**config.mk**
```make
export PLATFORM = sky130hd
export DESIGN_NAME = bg_fb_writer_flat
export DESIGN_NICKNAME = d
export VERILOG_FILES = /design/src/rtl/bg_fb_writer_if.sv /design/src/rtl/bg_fb_writer.sv /design/src/flat_wrapper.sv
export SDC_FILE = /design/constraint.sdc
export NUM_CORES = 1
export LEC_CHECK = 0
export CORE_MARGIN = 3
export CORE_UTILIZATION = 55
export DETAILED_ROUTE_END_ITERATION = 16
export DONT_BUFFER_PORTS = 1
export HOLD_SLACK_MARGIN = 0.08
export PLACE_DENSITY = 0.76
export RECOVER_POWER = 25
export SYNTH_ARGS = -nofsm -noshare
export SYNTH_HDL_FRONTEND = slang
export SYNTH_SLANG_ARGS = --single-unit
```
**constraint.sdc**
```tcl
create_clock -name CLK -period 4.61 [get_ports CLK]
set_input_delay 0.6915 -clock CLK [delete_from_list [all_inputs] [get_ports CLK]]
set_output_delay 0.6915 -clock CLK [all_outputs]
set_load 0.1 [all_outputs]
```
**src/rtl/bg_fb_writer_if.sv**
```systemverilog
// ---------------------------------------------------------------------------
// bg_fb_writer_if
// Purpose : bundles the pixel input stream and the background index RAM
//           write port of bg_fb_writer.
// Signals : pix_valid / pix_idx / pix_ready  palette index stream
//           wr_en / wr_addr / wr_data         RAM write port
// Modports: master - pixel producer and RAM side (drives the stream,
//                    observes the write port)
//           slave  - bg_fb_writer (accepts the stream, drives the write port)
// Handshake: a pixel moves on every rising CLK edge where pix_valid and
//           pix_ready are both 1. The producer holds pix_idx stable while
//           pix_valid is 1 and may raise or drop pix_valid on any cycle;
//           pix_ready does not depend on pix_valid.
// ---------------------------------------------------------------------------
interface bg_fb_writer_if #(
   parameter int IDX_W  = 4,
   parameter int ADDR_W = 19
);
   logic              pix_valid;
   logic [IDX_W-1:0]  pix_idx;
   logic              pix_ready;
   logic              wr_en;
   logic [ADDR_W-1:0] wr_addr;
   logic [IDX_W-1:0]  wr_data;

   modport master (
      output pix_valid,
      output pix_idx,
      input  pix_ready,
      input  wr_en,
      input  wr_addr,
      input  wr_data
   );

   modport slave (
      input  pix_valid,
      input  pix_idx,
      output pix_ready,
      output wr_en,
      output wr_addr,
      output wr_data
   );
endinterface

```
**src/rtl/bg_fb_writer.sv**
```systemverilog
// ---------------------------------------------------------------------------
// bg_fb_writer
// Purpose : write side of the palette-indexed background store. Takes a
//           stream of palette indices and writes them row-major into the
//           background index RAM, either a whole frame or a band of rows
//           that wraps from the bottom row back to row 0.
// Ports   : CLK        system clock
//           RESET_N    asynchronous active-low reset
//           start      pulse, begins a fill (only looked at while idle)
//           start_row  first row to write
//           num_rows   rows to write, 0 means a full frame
//           abort      pulse, stops a fill in progress without done
//           fb         pixel stream + RAM write port (slave modport)
//           busy       fill in progress
//           done       one-cycle pulse, fill completed
//           err        one-cycle pulse, start rejected (start_row >= V_PIX)
//           state_dbg  current FSM state (0 idle, 1 write, 2 fin)
// ---------------------------------------------------------------------------
module bg_fb_writer #(
   parameter int H_PIX  = 640,
   parameter int V_PIX  = 480,
   parameter int IDX_W  = 4,
   parameter int ADDR_W = 19
) (
   input  logic                CLK,
   input  logic                RESET_N,
   input  logic                start,
   input  logic [9:0]          start_row,
   input  logic [9:0]          num_rows,
   input  logic                abort,
   bg_fb_writer_if.slave       fb,
   output logic                busy,
   output logic                done,
   output logic                err,
   output logic [1:0]          state_dbg
);

   typedef enum logic [1:0] {
      IDLE  = 2'd0,
      WRITE = 2'd1,
      FIN   = 2'd2
   } state_t;

   localparam logic [ADDR_W-1:0] LAST_ADDR = ADDR_W'(H_PIX * V_PIX - 1);
   localparam logic [9:0]        V_PIX_R   = 10'(V_PIX);

   state_t            state, state_nx;
   logic [ADDR_W-1:0] addr;
   logic [ADDR_W-1:0] pixels_left;
   logic [ADDR_W-1:0] row_base;
   logic [ADDR_W-1:0] fill_len;
   logic [9:0]        rows_eff;
   logic              xfer;
   logic              start_ok;
   logic              start_bad;

   assign xfer      = fb.pix_valid & fb.pix_ready;
   assign start_ok  = (state == IDLE) & start & (start_row <  V_PIX_R);
   assign start_bad = (state == IDLE) & start & (start_row >= V_PIX_R);

   // Oversized band requests are clipped to one frame.
   assign rows_eff = ((num_rows == 10'd0) || (num_rows > V_PIX_R)) ? V_PIX_R : num_rows;

   // Row-to-pixel scaling. The standard 640-pixel row is built from two
   // shifts (640 = 512 + 128) so no multiplier is needed.
   generate
      if (H_PIX == 640) begin : g_mul640
         assign row_base = (ADDR_W'(start_row) << 9) + (ADDR_W'(start_row) << 7);
         assign fill_len = (ADDR_W'(rows_eff)  << 9) + (ADDR_W'(rows_eff)  << 7);
      end else begin : g_mul
         assign row_base = ADDR_W'(start_row) * ADDR_W'(H_PIX);
         assign fill_len = ADDR_W'(rows_eff)  * ADDR_W'(H_PIX);
      end
   endgenerate

   // State register
   always_ff @(posedge CLK or negedge RESET_N) begin
      if (!RESET_N) begin
         state <= IDLE;
      end else begin
         state <= state_nx;
      end
   end

   // Next-state logic. Abort beats a simultaneous last transfer.
   always_comb begin
      state_nx = state;
      case (state)
         IDLE:  if (start_ok) state_nx = WRITE;
         WRITE: begin
            if (abort) begin
               state_nx = IDLE;
            end else if (xfer && (pixels_left == ADDR_W'(1))) begin
               state_nx = FIN;
            end
         end
         FIN:     state_nx = IDLE;
         default: state_nx = IDLE;
      endcase
   end

   // State-decoded outputs
   always_comb begin
      fb.pix_ready = (state == WRITE);
      busy         = (state != IDLE);
      done         = (state == FIN);
      state_dbg    = state;
   end

   // Datapath: the write port is registered, so each accepted pixel appears
   // on wr_* the cycle after its transfer. A transfer in an abort cycle is
   // therefore still written, one cycle after the FSM has returned to IDLE.
   always_ff @(posedge CLK or negedge RESET_N) begin
      if (!RESET_N) begin
         addr        <= '0;
         pixels_left <= '0;
         fb.wr_en    <= 1'b0;
         fb.wr_addr  <= '0;
         fb.wr_data  <= '0;
         err         <= 1'b0;
      end else begin
         fb.wr_en <= xfer;
         err      <= start_bad;
         if (start_ok) begin
            addr        <= row_base;
            pixels_left <= fill_len;
         end else if (xfer) begin
            fb.wr_addr  <= addr;
            fb.wr_data  <= fb.pix_idx;
            // Past the last pixel of the bottom row the band wraps to row 0.
            addr        <= (addr == LAST_ADDR) ? '0 : addr + ADDR_W'(1);
            pixels_left <= pixels_left - ADDR_W'(1);
         end
      end
   end

endmodule

```
**src/flat_wrapper.sv**
```systemverilog
// flat-port wrapper written by rule: the top's interface ports become plain ports
module bg_fb_writer_flat 
#(
   parameter int H_PIX  = 640,
   parameter int V_PIX  = 480,
   parameter int IDX_W  = 4,
   parameter int ADDR_W = 19
)
  (CLK, RESET_N, start, start_row, num_rows, abort, busy, done, err, state_dbg, fb_pix_valid, fb_pix_idx, fb_pix_ready, fb_wr_en, fb_wr_addr, fb_wr_data);
  bg_fb_writer_if #(.IDX_W(IDX_W), .ADDR_W(ADDR_W)) fb_i ();
  input  logic CLK;
  input  logic RESET_N;
  input  logic start;
  input  logic [9:0] start_row;
  input  logic [9:0] num_rows;
  input  logic abort;
  output logic busy;
  output logic done;
  output logic err;
  output logic [1:0] state_dbg;
  input wire logic [$bits(fb_i.pix_valid)-1:0] fb_pix_valid;
  input wire logic [$bits(fb_i.pix_idx)-1:0] fb_pix_idx;
  output wire logic [$bits(fb_i.pix_ready)-1:0] fb_pix_ready;
  output wire logic [$bits(fb_i.wr_en)-1:0] fb_wr_en;
  output wire logic [$bits(fb_i.wr_addr)-1:0] fb_wr_addr;
  output wire logic [$bits(fb_i.wr_data)-1:0] fb_wr_data;
  assign fb_i.pix_valid = fb_pix_valid;
  assign fb_i.pix_idx = fb_pix_idx;
  assign fb_pix_ready = fb_i.pix_ready;
  assign fb_wr_en = fb_i.wr_en;
  assign fb_wr_addr = fb_i.wr_addr;
  assign fb_wr_data = fb_i.wr_data;
  bg_fb_writer #(.H_PIX(H_PIX), .V_PIX(V_PIX), .IDX_W(IDX_W), .ADDR_W(ADDR_W)) u_core (.CLK(CLK), .RESET_N(RESET_N), .start(start), .start_row(start_row), .num_rows(num_rows), .abort(abort), .fb(fb_i), .busy(busy), .done(done), .err(err), .state_dbg(state_dbg));
endmodule
```
==> key figures, run 1 <==
Outcome
  • Outcome: finished, final reports clean

CTS
  • Postcts setup bufs: 0
  • Clk pin slew, worst setup/hold paths: 0.07 ns
  • Num CTS Buffers: 9
  • Root Driver: clkbuf_8
  • Max Root-Sink Buffers: 2
  • TritonCTS clock tree: built
  • CTS Sinks: 65
  • H-tree depth: 3
  • Clk_lat worst skew: around 0.34 ns

STA
  • Fmax: 287.9 MHz
  • Tmin final: 3.473 ns
  • Setup repair after global routing missed its margin: false
  • Slew Limit Fails: 0
  • Slew headroom: 0.2678
  • Sum Neg Setup Slack: 0 ns
  • Setup Viol. Count Final: 0
  • Hold Vio Cnt, Final: 0
  • Final Cycle Share: 0.7534
  • Worst Tran Pin Value: 1.093 ns
  • Final Skew: 0.006602 ns

Drt
  • Final wirelength: 8907 µm
  • ANT nets after route: 0
  • First-pass detailed-route iteration total: 4
  • Residual DRC: 0
  • Iteration-0 DRC Markers: 141
  • WL/cell: 15.68 µm
  • Via count: 3418
  • Via/cell ratio: 6.018

Place
  • GP Congestion: about 0.84
  • Port bufs: 0
  • Placed insts: 551
  • HPWL Detailed: 6348 µm

Synth
  • Top post-synthesis cells by area: dfrtp_1 41%, nand2_1 9.0%, ha_1 5.0%
  • Synth Area per Inst: 8.462 µm²
  • Proportion of synthesized area in mux cells: 0.02001
  • Combinational family with the most area after synthesis: simple AND/OR/NAND/NOR gates
  • Syn Inst Count: 473
  • Post-synthesis sequential area ratio: 0.4064
  • Post-Syn Area: 4003 µm²
  • Seq cells post-synth: 65
  • Synth top area share: 0.4064
  • Post-synth EDFFs: 0
  • Yosys cell types: 56
  • Post-Synth XOR/XNOR Area: 0.05908
  • Cell taking the most area after synthesis: dfrtp_1
  • Compound-gate portion of the synthesized area: 0.1619
  • Synth Area in Adders: 0.05502
  • Yosys warns: 0
  • Syn Nets: 519
  • Ys async rst share: 1.000
  • Main synth FF type: dfrtp_1
  • Post-Synth Simple-Gate Area: 0.2645

Die
  • # IOs: 59
  • Die width: about 91 µm
  • Die Height: 91.31 µm
  • # rows: 30
  • Initial core utilization: 0.5795
  • Die area: 8337 µm²
  • Core area: 6907 µm²

Finish
  • Area growth, synth to finish: 7.377%
  • Final Util: 0.6223
  • Final nets: 513
  • Antenna Diode Count: 0
  • Share of layout cells above drive strength 1: 0.06780
  • Post-route insts no fill: about 570

GRT
  • GRT Residual Overflow: 0
  • Antenna violations before repair: 0
  • Largest net degree at the start of global routing: 66
  • GR Util All Layers: 0.2249
  • Vias in the first global route: 3426
  • First-pass GRT wire length: 15550 µm

Job
  • Max cap viols: 0

Critical path
  • WP data required: 4.87 ns
  • Crit path DAT: 3.74 ns
  • Critical R2R Capture: u_core.addr[9]
  • Critical Path Fanout Max: 23
  • Internal reg-to-reg setup slack: 1.14 ns
  • CP endpoint kind: flop
  • CP Class: reg -> reg
  • R2R cell count: 5
  • CP Launch Type: flop
  • FF-to-FF Start: u_core.state_dbg[0]

Power
  • Tot Pwr: 2.222 mW
  • Pleak: 1.872 nW
  • Pwr Density: 517.0 nW/µm²
  • IR Drop Worst-Case VDD: 0.1457 mV

Worst hold path
  • Type of the most critical hold path: in -> async
what timing repair did:
action	4_1_cts	5_1_grt
resized for setup	0	0
endpoints found under the setup margin	0	0
hold buffers	1	0
endpoints found under the hold margin	65	0
per-layer routing:
metal,part of all wire,vias up,global-route usage
met5,0,-,0
li1,-,1669,-
met4,0.015,0,0.09799
met1,0.42,1629,0.2721
met2,0.51,108,0.3869
met3,0.055,12,0.04557
cells by family after synthesis:
logic type               count (synthesis)
buffers and inverters                   34
multiplexers                             8
AND/OR/NAND/NOR                        221
other                                    1
adder cells (fa/ha/maj)                 17
AO/OA/AOI/OAI                          100
XOR/XNOR                                27
flip-flops                              65
per-stage QoR:
step / setup slack, ns / hold WS [ns] / instance area [µm²]
final: 1.137 / 0.2037 / 4298
after global routing: 0.8742 / 0.2415 / 4298
after CTS: 1.126 / 0.2304 / 4298
after detailed placement: 1.154 / 0.3976 / 4074
after global placement: 1.227 / 0.3978 / 4074
after floorplan: 1.446 / 0.3959 / 4003
report_power, final:
group,total [mW],internal [mW],switching (mW)
Clock,0.486,0.263,0.223
Sequential,1.28,0.708,0.570
Combinational,0.459,0.202,0.257
Total,2.22,1.17,1.05
synth_stat cells (all sizes together) (10+ instances only):
| master | count |
|---|---|
| a21oi | 14 |
| a31oi | 11 |
| clkbuf | 20 |
| dfrtp | 65 |
| ha | 16 |
| inv | 12 |
| nand2 | 96 |
| nor2 | 38 |
| nor3 | 22 |
| o21ai | 33 |
| or3 | 10 |
| xnor2 | 17 |
| xor2 | 10 |
worst max-delay path, stage by stage, from the launching register on:
cell and delay (ns):
dfrtp_1 1.04, nand3b_4 0.44, inv_1 0.51, o21ai_0 0.48, or4b_2 0.73, a31oi_1 0.18
cell usage in the layout (no fill, tap or decap), types with 4 or more instances in the layout:
cell / count
or2_2: 4
o211ai_1: 6
nor3_1: 22
nor2_1: 38
o21ai_0: 33
inv_1: 12
nand4_1: 5
and3_1: 5
mux2i_1: 8
and2_1: 5
clkbuf_8: 10
buf_4: 4
a21oi_1: 14
nor4_1: 6
xnor2_1: 17
or3_1: 9
dfrtp_1: 65
a31oi_1: 11
nor2b_1: 4
or4_1: 4
nand2_1: 96
ha_1: 16
nand3_1: 8
o21a_1: 5
xor2_1: 10
sequential cells by signal, summed over array words and instances, names as in the netlist:
signal,count
u_core.addr,19
u_core.err,1
u_core.fb.wr_addr,19
u_core.fb.wr_data,4
u_core.fb.wr_en,1
u_core.pixels_left,19
u_core.state_dbg,2
worst max-delay path by stage:
stage | slack, ns | end | cells after the start | startpoint
3_3_place_gp | 1.23 | u_core.addr[9] | 5 | u_core.state_dbg[0]
5_1_grt | 0.87 | u_core.addr[9] | 5 | u_core.state_dbg[0]
6_report | 1.14 | u_core.addr[9] | 5 | u_core.state_dbg[0]
2_1_floorplan | 1.45 | fb_pix_ready | 1 | u_core.state_dbg[0]
4_1_cts | 1.13 | u_core.addr[9] | 5 | u_core.state_dbg[0]
3_5_place_dp | 1.15 | u_core.addr[9] | 5 | u_core.state_dbg[0]
cell type report:
| cell class | instances | area, µm² |
|---|---|---|
| flip-flops and latches | 65 | 1627 |
| inverters | 12 | 45.04 |
| clock inverters | 5 | 55.05 |
| multi-input cells | 374 | 2252 |
| fillers | 612 | 2609 |
| clock buffers | 11 | 141.4 |
| well taps | 96 | 120.1 |
| repair buffers | 5 | 57.56 |
(Power assumes the default switching activity.)
==> run 2: changes to the inputs <==
==> constraint.sdc (replaced) <==
create_clock -name CLK -period 3.6 [get_ports CLK]
set_input_delay 0.54 -clock CLK [delete_from_list [all_inputs] [get_ports CLK]]
set_output_delay 0.54 -clock CLK [all_outputs]
set_load 0.1 [all_outputs]
==> run 2 against run 1 <==
The run now ends with capacitance limit, slew limit left. Die area unchanged. Non-clock buffer count is 8 higher. Worst hold slack better by 0.062 ns. Clock power increased by 7.6%. Critical endpoint is now u_core.pixels_left[15].
==> key figures, run 2 (same netlist as run 1, synthesis figures left out) <==
Outcome
  • Outcome: finished with violations (was finished, final reports clean)
  • Failing checks: capacitance limit, slew limit

Finish
  • Fin area: 4302 µm² (was 4298 µm²)
  • Post-route insts no fill: 575 (was 568)
  • Commonest non-fill, non-tap cell in the layout: nand2_1 (unchanged)
  • Final nets: 521 (was 513)
  • Area growth, synth to finish: 7.471% (was 7.377%)
  • Most frequent cells in the layout: 96 x nand2_1, 65 x dfrtp_1, 38 x nor2_1 (unchanged)
  • Antenna Diode Count: 0 (unchanged)
  • Share of layout cells above drive strength 1: 0.08142 (was 0.06780)
  • Biggest regs: u_core.addr: 19 flops, u_core.fb.wr_addr: 19 flops, u_core.pixels_left: 19 flops (unchanged)

STA
  • Setup Viol. Count Final: 0 (unchanged)
  • Final Skew: 0.006304 ns (was 0.006602 ns)
  • Slew Limit Fails: 66 (was 0)
  • Setup repair after global routing missed its margin: false (unchanged)
  • Fmax: 391.3 MHz (was 287.9 MHz)
  • Slew headroom: -0.05011 (was 0.2678)
  • Sum Neg Setup Slack: 0 ns (unchanged)
  • Tmin final: 2.556 ns (was 3.473 ns)
  • Hold Vio Cnt, Final: 0 (unchanged)
  • Worst Tran Pin Value: 1.575 ns (was 1.093 ns)
  • Worst Slack Setup Final: 1.044 ns (was 1.137 ns)
  • Final Cycle Share: 0.7099 (was 0.7534)

CTS
  • TritonCTS clock tree: built (unchanged)
  • Num CTS Buffers: 9 (unchanged)
  • CTS Sinks: 65 (unchanged)
  • Max Root-Sink Buffers: 2 (unchanged)
  • Clk_lat worst skew: 0.34 ns (about the same)
  • Clk pin slew, worst setup/hold paths: 0.07 ns (about the same)
  • CTS-repair resized insts: 0 (unchanged)
  • Root Driver: clkbuf_8 (unchanged)
  • H-tree depth: 3 (unchanged)

Critical path
  • Crit path DAT: 2.78 ns (was 3.74 ns)
  • FF-to-FF Start: u_core.pixels_left[0] (was u_core.state_dbg[0])
  • CP endpoint kind: flop (unchanged)
  • Worst Path Buf+Inv: 0 (was 1)
  • Top cell family by delay on the critical path: simple AND/OR/NAND/NOR gates (unchanged)
  • WP data required: 3.83 ns (was 4.87 ns)
  • R2R cell count: 6 (was 5)
  • Critical Path Fanout Max: 6 (was 23)
  • Internal reg-to-reg setup slack: 1.04 ns (was 1.14 ns)
  • Critical Path Slowest Stage Cell: or3_1 (was dfrtp_1)
  • Max stage delay on crit path: 0.47 ns (was 1.04 ns)
  • CP Class: reg -> reg (unchanged)
  • CP Launch Type: flop (unchanged)
  • Critical R2R Capture: u_core.pixels_left[15] (was u_core.addr[9])
  • CP Cell Sequence: or3_4, or4_4, or3_1, or4_1, xor2_1, mux2i_1 (was nand3b_4, inv_1, o21ai_0, or4b_2, a31oi_1)

GRT
  • First-pass GRT wire length: 15320 µm (was 15550 µm)
  • Antenna violations before repair: 0 (unchanged)
  • Vias in the first global route: 3354 (was 3426)
  • GR Util All Layers: 0.2247 (was 0.2249)
  • GRT Residual Overflow: 0 (unchanged)
  • Largest net degree at the start of global routing: 66 (unchanged)

Die
  • Die width: 91.31 µm (unchanged)
  • # rows: 30 (unchanged)
  • Die Height: 91.31 µm (unchanged)
  • Initial core utilization: 0.5795 (unchanged)
  • Core area: 6907 µm² (unchanged)
  • # IOs: 59 (unchanged)
  • Die area: 8337 µm² (unchanged)

Job
  • Max cap viols: 1 (was 0)

Drt
  • Residual DRC: 0 (unchanged)
  • Via/cell ratio: 5.962 (was 6.018)
  • Via count: 3428 (was 3418)
  • ANT nets after route: 0 (unchanged)
  • Final wirelength: 9018 µm (was 8907 µm)
  • First-pass detailed-route iteration total: 4 (unchanged)
  • Iteration-0 DRC Markers: 194 (was 141)
  • WL/cell: 15.68 µm (about the same)

Worst hold path
  • Hold Path Sink: u_core.state_dbg[1]
  • Hold depth: 1
  • Worst Hold Launch: abort
  • Type of the most critical hold path: in -> reg (was in -> async)

Power
  • Pwr Density: 639.0 nW/µm² (was 517.0 nW/µm²)
  • IR Drop Worst-Case VDD: 0.2198 mV (was 0.1457 mV)
  • Pleak: 1.892 nW (was 1.872 nW)
  • Tot Pwr: 2.749 mW (was 2.222 mW)

Place
  • HPWL Detailed: 6332 µm (was 6348 µm)
  • Placed Area: 4126 µm² (was 4074 µm²)
  • GP Congestion: 0.8968 (was 0.8385)
  • Placed insts: 558 (was 551)
  • Port bufs: 0 (unchanged)
  • Place WS: 0.7503 ns (was 1.154 ns)
==> run 2: layer usage <==
metal / share of wire / GRT usage / vias to the layer above
li1: - / - / 1691
met1: 0.43 / 0.2746 / 1632
met2: 0.50 / 0.3875 / 92
met3: 0.050 / 0.04640 / 13
met4: 0.016 / 0.08794 / 0
met5: 0 / 0 / -
==> run 2: what timing repair did <==
action,4_1_cts,5_1_grt
hold buffers,2,0
buffers inserted,0,0
hold endpoints to repair,65,0
==> run 2: through the flow <==
stage / hold slack (ns) / utilization
after floorplan: 0.2444 / -
after global placement: 0.2465 / 0.5975
after detailed placement: 0.2459 / 0.5975
after CTS: 0.2590 / 0.6261
after global routing: 0.2576 / 0.6228
final: 0.2655 / 0.6228
==> run 2: layout make-up <==
cell class              count  area, µm²
fillers                   639       2605
repair buffers             13      97.59
flip-flops and latches     65       1627
multi-input cells         374       2252
clock buffers               9      123.9
well taps                  96      120.1
clock inverters             6      36.28
inverters                  12      45.04
==> run 2: power by group <==
part / internal [mW] / total (mW) / leakage (nW) / switching [mW]
Clock: 0.242 / 0.523 / 0.0846 / 0.281
Combinational: 0.261 / 0.600 / 0.986 / 0.339
Sequential: 0.906 / 1.63 / 0.822 / 0.719
==> run 2: worst max path at each step <==
stage / slack, ns / start / endpoint / depth (start not counted)
final: 1.04 / u_core.pixels_left[0] / u_core.pixels_left[15] / 6
after CTS: 1.03 / u_core.pixels_left[0] / u_core.pixels_left[15] / 6
after floorplan: 0.59 / u_core.state_dbg[0] / fb_pix_ready / 1
after global routing: 0.91 / num_rows[1] / u_core.pixels_left[16] / 10
after global placement: 0.82 / num_rows[1] / u_core.pixels_left[17] / 11
after detailed placement: 0.75 / num_rows[1] / u_core.pixels_left[16] / 10
